`src/rtl/alu_op_sequencer.sv`:
```
// alu_op_sequencer: front-end controller for the full ALU.
// Accepts one operation at a time, steers single-cycle ops through the
// result mux, launches MULT/DIV on the multdiv unit with a bounded wait,
// and holds the result until the consumer takes it.
// Optional build macro: ALU_SEQ_PERF_EN adds performance counters.
module alu_op_sequencer #(
    parameter int DATA_W  = 32,
    parameter int TIMEOUT = 64,
    parameter int CNT_W   = 7
) (
    input  logic              clock,
    input  logic              reset,
    input  logic              in_valid,
    output logic              in_ready,
    input  logic [4:0]        in_op,
    input  logic [DATA_W-1:0] in_a,
    input  logic [DATA_W-1:0] in_b,
    output logic [DATA_W-1:0] op_a,
    output logic [DATA_W-1:0] op_b,
    output logic [4:0]        mux_sel,
    input  logic [DATA_W-1:0] alu_result,
    input  logic              alu_ovf,
    output logic              md_start,
    output logic              md_is_div,
    input  logic              md_done,
    input  logic [DATA_W-1:0] md_result,
    input  logic              md_exc,
    output logic              out_valid,
    input  logic              out_ready,
    output logic [DATA_W-1:0] out_result,
    output logic              out_exc
`ifdef ALU_SEQ_PERF_EN
    ,
    output logic [31:0]       perf_ops,
    output logic [31:0]       perf_busy,
    output logic [15:0]       perf_timeouts
`endif
);

    typedef enum logic [1:0] {
        IDLE    = 2'd0,
        EXEC    = 2'd1,
        WAIT_MD = 2'd2,
        HOLD    = 2'd3
    } state_t;

    localparam logic [CNT_W-1:0] CNT_LAST = CNT_W'(TIMEOUT - 1);
    localparam logic [CNT_W-1:0] CNT_ONE  = CNT_W'(1);

    state_t           state;
    logic [4:0]       op;
    logic [CNT_W-1:0] cnt;
    logic             timeout_hit;

    // Abort condition: last allowed WAIT_MD cycle with no result; md_done wins a tie.
    assign timeout_hit = (state == WAIT_MD) && !md_done && (cnt == CNT_LAST);

    // Control FSM; every output is a register so nothing reaches in_ready/out_valid combinationally.
    always_ff @(posedge clock) begin
        if (reset) begin
            state      <= IDLE;
            in_ready   <= 1'b1;
            out_valid  <= 1'b0;
            out_exc    <= 1'b0;
            out_result <= '0;
            md_start   <= 1'b0;
            md_is_div  <= 1'b0;
            op_a       <= '0;
            op_b       <= '0;
            op         <= 5'd0;
            mux_sel    <= 5'd0;
            cnt        <= '0;
        end else begin
            md_start <= 1'b0;
            case (state)
                IDLE: begin
                    if (in_valid) begin
                        op       <= in_op;
                        op_a     <= in_a;
                        op_b     <= in_b;
                        in_ready <= 1'b0;
                        // Select is set up now so it is valid for the whole EXEC cycle.
                        mux_sel  <= (in_op < 5'd6) ? in_op : 5'd0;
                        if (in_op == 5'd6 || in_op == 5'd7) begin
                            md_start  <= 1'b1;
                            md_is_div <= in_op[0];
                        end
                        state <= EXEC;
                    end
                end
                EXEC: begin
                    if (op < 5'd6) begin
                        out_result <= alu_result;
                        out_exc    <= (op == 5'd0 || op == 5'd1) ? alu_ovf : 1'b0;
                        out_valid  <= 1'b1;
                        state      <= HOLD;
                    end else if (op < 5'd8) begin
                        cnt   <= '0;
                        state <= WAIT_MD;
                    end else begin
                        out_result <= '0;
                        out_exc    <= 1'b1;
                        out_valid  <= 1'b1;
                        state      <= HOLD;
                    end
                end
                WAIT_MD: begin
                    cnt <= cnt + CNT_ONE;
                    if (md_done) begin
                        out_result <= md_result;
                        out_exc    <= md_exc;
                        out_valid  <= 1'b1;
                        state      <= HOLD;
                    end else if (timeout_hit) begin
                        out_result <= '0;
                        out_exc    <= 1'b1;
                        out_valid  <= 1'b1;
                        state      <= HOLD;
                    end
                end
                HOLD: begin
                    if (out_ready) begin
                        out_valid <= 1'b0;
                        in_ready  <= 1'b1;
                        state     <= IDLE;
                    end
                end
                default: begin
                    state <= IDLE;
                end
            endcase
        end
    end

`ifdef ALU_SEQ_PERF_EN
    // Performance counters: completed ops, busy cycles, and saturating timeout aborts.
    always_ff @(posedge clock) begin
        if (reset) begin
            perf_ops      <= 32'd0;
            perf_busy     <= 32'd0;
            perf_timeouts <= 16'd0;
        end else begin
            if (out_valid && out_ready) begin
                perf_ops <= perf_ops + 32'd1;
            end
            if (state != IDLE) begin
                perf_busy <= perf_busy + 32'd1;
            end
            if (timeout_hit && perf_timeouts != 16'hFFFF) begin
                perf_timeouts <= perf_timeouts + 16'd1;
            end
        end
    end
`endif

endmodule

```
`config.mk`:
```
export PLATFORM = sky130hd
export DESIGN_NAME = alu_op_sequencer
export DESIGN_NICKNAME = d
export VERILOG_FILES = /design/src/rtl/alu_op_sequencer.sv
export SDC_FILE = /design/constraint.sdc
export NUM_CORES = 1
export LEC_CHECK = 0
export CAP_MARGIN = 20
export CORE_UTILIZATION = 43
export CTS_CLUSTER_SIZE = 16
export DETAILED_ROUTE_END_ITERATION = 6
export PLACE_DENSITY = 0.95
export SLEW_MARGIN = 5
export SYNTH_ARGS = -nofsm -noshare
export SYNTH_HDL_FRONTEND = slang
export SYNTH_SLANG_ARGS = --single-unit
```
`constraint.sdc`:
```
create_clock -name clock -period 2.7 [get_ports clock]
set_input_delay 0.27 -clock clock [delete_from_list [all_inputs] [get_ports clock]]
set_output_delay 0.27 -clock clock [all_outputs]
set_load 0.05 [all_outputs]
```
==> metrics.txt <==
# TYPE chip_impl_metric gauge
chip_impl_info{name="status",value="complete, no violations"} 1
chip_impl_metric{name="std_cell_rows",unit=""} 37
chip_impl_metric{name="grt_antenna_before_repair",unit=""} 0
chip_impl_metric{name="synth-edff-count",unit=""} 0
chip_impl_metric{name="clock_buffer_count_from_cts",unit=""} 17
chip_impl_info{name="hold_class",value="in2reg"} 1
chip_impl_info{name="timing.setup.critical_path_class",value="reg2reg"} 1
chip_impl_metric{name="place.detailed.hpwl",unit="um"} 10400
chip_impl_metric{name="globalRouteOverflowTotal",unit=""} 0
chip_impl_metric{name="fin_util",unit="%"} 74.6
chip_impl_metric{name="finalCriticalPeriod",unit="ns"} 2.08
chip_impl_metric{name="timing.final.crit_share",unit="%"} 77.1
chip_impl_metric{name="finalNetCount",unit=""} 928
chip_impl_metric{name="diodes",unit=""} 0
chip_impl_metric{name="yosys_warnings",unit=""} 0
chip_impl_metric{name="dr.pass1.iters",unit=""} 4
chip_impl_metric{name="syn-num-nets",unit=""} 702
chip_impl_metric{name="die_x",unit="um"} 107
chip_impl_info{name="ctsRootBufferMaster",value="sky130_fd_sc_hd__clkbuf_8"} 1
chip_impl_metric{name="clk_latency",unit="ns"} 0.50
chip_impl_metric{name="grt_pass1_wl",unit="um"} 23100
chip_impl_metric{name="cts_resized",unit=""} 0
chip_impl_metric{name="synth.avg_cell_area",unit="um^2"} 8.43
chip_impl_metric{name="synthesis.area",unit="mm^2"} 0.00470
chip_impl_metric{name="place_worst_setup_slack",unit="ns"} 0.658
chip_impl_metric{name="total_leakage_power",unit="nW"} 2.81
chip_impl_metric{name="critical_path_required",unit="ns"} 3.04
chip_impl_metric{name="gp_routability_congestion",unit=""} 0.866
chip_impl_metric{name="die_h",unit="um"} 107
chip_impl_metric{name="hold_viol_final",unit=""} 0
chip_impl_metric{name="postRouteAntennaNets",unit=""} 0
chip_impl_metric{name="holdWs",unit="ns"} 0.316
chip_impl_metric{name="setup_ws",unit="ns"} 0.619
chip_impl_metric{name="timing.final.setup_violations",unit=""} 0
chip_impl_metric{name="max_freq",unit="MHz"} 481
chip_impl_metric{name="dr_total_vias",unit=""} 4941
chip_impl_metric{name="skew",unit="ns"} 0.00571
chip_impl_metric{name="clk_transition_reported_paths",unit="ns"} 0.06
chip_impl_metric{name="wl_per_cell",unit="um"} 15.9
chip_impl_metric{name="htree_levels",unit=""} 4
chip_impl_metric{name="synth.distinct_cells",unit=""} 45
chip_impl_metric{name="cts_sinks",unit=""} 119
chip_impl_info{name="setup.worst_path.end_class",value="flip-flop"} 1
chip_impl_metric{name="dp_cells",unit=""} 900
chip_impl_info{name="cts_tree",value="yes"} 1
chip_impl_metric{name="post_cts_hold_buffer_count",unit=""} 0
chip_impl_metric{name="floorplan.initialDensity",unit="%"} 44.9
chip_impl_metric{name="ys_seq_elements",unit=""} 119
chip_impl_metric{name="avgViaCountPerCell",unit=""} 5.30
chip_impl_metric{name="fin_cells",unit=""} 932
chip_impl_metric{name="vdd_ir_drop_max",unit="mV"} 0.587
chip_impl_metric{name="critical_path_fanouts_max",unit=""} 33
chip_impl_metric{name="post_route_cells_drive_above_1_share",unit="%"} 6.41
chip_impl_metric{name="relSlewSlack",unit="%"} 45.7
chip_impl_info{name="rsz0062_at_grt",value="no"} 1
chip_impl_info{name="ys_dominant_reg_cell",value="sky130_fd_sc_hd__dfxtp_1"} 1
chip_impl_metric{name="drv_cap",unit=""} 0
chip_impl_metric{name="post_synth_inst_count",unit=""} 557
chip_impl_metric{name="cts_setup_buffers",unit=""} 0
chip_impl_metric{name="fp.dieArea",unit="mm^2"} 0.0113
chip_impl_metric{name="power.density",unit="mW/mm^2"} 1120
chip_impl_metric{name="detail_route.iter0.violations",unit=""} 273
chip_impl_metric{name="drt_wl_total",unit="um"} 14800
chip_impl_metric{name="slew_viol_final",unit=""} 0
chip_impl_metric{name="worstMarginPinSlew",unit="ns"} 0.815
chip_impl_metric{name="detail_route.drc_violations",unit=""} 0
chip_impl_metric{name="core_area",unit="mm^2"} 0.0105
chip_impl_metric{name="fraction_of_synthesis_flops_using_an_asynchronous_set_or_reset_pin",unit="%"} 0
chip_impl_metric{name="grt_pass1_vias",unit=""} 4899
chip_impl_metric{name="gr-usage-all-layers",unit="%"} 25.7
chip_impl_metric{name="final.fill_count",unit=""} 730
chip_impl_metric{name="worst-endpoint-arrival",unit="ns"} 2.42
chip_impl_metric{name="synth-seq-area-share",unit="%"} 50.7
chip_impl_info{name="worst_setup_path_start_kind",value="flip-flop"} 1
chip_impl_metric{name="area_delta_synth_final",unit="%"} 66.3
chip_impl_metric{name="io_buffer_count",unit=""} 245
chip_impl_metric{name="floorplan.io_pins",unit=""} 246
chip_impl_metric{name="clk_path_buf_depth",unit=""} 2
chip_impl_metric{name="setup-tns-final",unit="ns"} 0
chip_impl_metric{name="maximum_number_of_pins_on_one_net_before_global_route_repair",unit=""} 81
## report_power, final
group / internal, mW / switching (mW)
clock: 1.46 / 0.783
combinational: 1.47 / 2.68
sequential: 2.15 / 0.220
## kinds of logic after synthesis
kind of cell    count (synthesis)  synth area share, %
compound gates                197                 26.0
fa+ha+maj                       5                 1.33
buf+inv                        58                 5.01
flops                         119                 50.7
mux                             2                0.426
simple gates                  176                 16.5
## metrics by stage
step	power, mW	cell area [um^2]
2_1_floorplan	5.21	4700
3_3_place_gp	6.36	7210
3_5_place_dp	6.52	7210
4_1_cts	8.77	7810
5_1_grt	9.18	7810
6_report	8.75	7810
## Yosys cell counts (2+ instances only)
master	instances	share of area, %
sky130_fd_sc_hd__nand2_1	142	11
sky130_fd_sc_hd__dfxtp_1	119	51
sky130_fd_sc_hd__a21oi_1	110	12
sky130_fd_sc_hd__a22oi_1	35	5.6
sky130_fd_sc_hd__a211oi_1	33	5.3
sky130_fd_sc_hd__clkbuf_1	31	2.5
sky130_fd_sc_hd__buf_2	13	1.4
sky130_fd_sc_hd__inv_1	11	0.88
sky130_fd_sc_hd__nor2_1	6	0.48
sky130_fd_sc_hd__ha_1	5	1.3
sky130_fd_sc_hd__o32ai_1	4	0.75
sky130_fd_sc_hd__and2_1	3	0.40
sky130_fd_sc_hd__nand3_1	3	0.32
sky130_fd_sc_hd__or3_1	3	0.40
sky130_fd_sc_hd__a21o_1	2	0.32
sky130_fd_sc_hd__a31oi_1	2	0.27
sky130_fd_sc_hd__buf_1	2	0.16
sky130_fd_sc_hd__mux2i_1	2	0.43
sky130_fd_sc_hd__nand2b_1	2	0.27
sky130_fd_sc_hd__nor3b_1	2	0.32
sky130_fd_sc_hd__o21ai_0	2	0.21
sky130_fd_sc_hd__or3_2	2	0.32
## placed cells by master (no fill, tap or decap), types with 2 or more instances in the layout
cell type                         count
sky130_fd_sc_hd__clkdlybuf4s50_1    244
sky130_fd_sc_hd__nand2_1            141
sky130_fd_sc_hd__dfxtp_1            119
sky130_fd_sc_hd__a21oi_1            110
sky130_fd_sc_hd__a22oi_1             35
sky130_fd_sc_hd__a211oi_1            33
sky130_fd_sc_hd__clkbuf_16           16
sky130_fd_sc_hd__inv_1               11
sky130_fd_sc_hd__buf_4                9
sky130_fd_sc_hd__nor2_1               6
sky130_fd_sc_hd__ha_1                 5
sky130_fd_sc_hd__o32ai_1              4
sky130_fd_sc_hd__clkinvlp_4           4
sky130_fd_sc_hd__nand3_1              3
sky130_fd_sc_hd__or3_1                3
sky130_fd_sc_hd__clkbuf_8             3
sky130_fd_sc_hd__bufinv_16            3
sky130_fd_sc_hd__and2_1               2
sky130_fd_sc_hd__nand2b_1             2
sky130_fd_sc_hd__a21o_1               2
sky130_fd_sc_hd__or3_2                2
sky130_fd_sc_hd__nor3b_1              2
sky130_fd_sc_hd__mux2i_1              2
sky130_fd_sc_hd__o21ai_0              2
sky130_fd_sc_hd__clkbuf_1             2
sky130_fd_sc_hd__clkinv_2             2
## routing by layer
layer | wire (um) | global-route usage [%]
met5 | 0 | 0
met4 | 309 | 9.49
met3 | 1340 | 9.32
met2 | 7540 | 46.6
met1 | 5600 | 27.0
## area by class of cell
type	count	area, um^2	area share (%)
flip-flops and latches	119	2380	30.5
inverters	11	41.3	0.529
clock inverters	11	148	1.89
clock buffers	21	449	5.75
multi-input cells	380	2090	26.8
well taps	136	170	2.18
repair buffers	254	2530	32.4
## final timing paths
check,slack [ns],to,cells past startpoint,from
worst max-delay path,0.62,out_result[20]$_SDFFE_PP0P_,7,state[0]$_SDFFE_PP0P_
worst min-delay path,0.32,op_b[16]$_SDFFE_PP0P_,3,in_b[16]
worst max register to register,0.62,out_result[20]$_SDFFE_PP0P_,7,state[0]$_SDFFE_PP0P_
worst min register to register,0.45,op_b[0]$_SDFFE_PP0P_,2,op_b[0]$_SDFFE_PP0P_
## flip-flops by register name, indices dropped and copies added (netlist names)
name and count:
op_a 32, out_exc 1, in_ready 1, md_start 1
op_b 32, op 4, cnt 7, md_is_div 1
out_result 32, state 2, mux_sel 5, out_valid 1
## critical path: stages, from the launching register on
cell and delay, ns:
sky130_fd_sc_hd__dfxtp_1 0.38, sky130_fd_sc_hd__inv_1 0.10, sky130_fd_sc_hd__ha_1 0.34, sky130_fd_sc_hd__and2b_1 0.28
sky130_fd_sc_hd__o31a_1 0.17, sky130_fd_sc_hd__nor3_4 0.16, sky130_fd_sc_hd__buf_4 0.34, sky130_fd_sc_hd__a211oi_1 0.14
No activity file was read; power rests on OpenSTA's default activity.
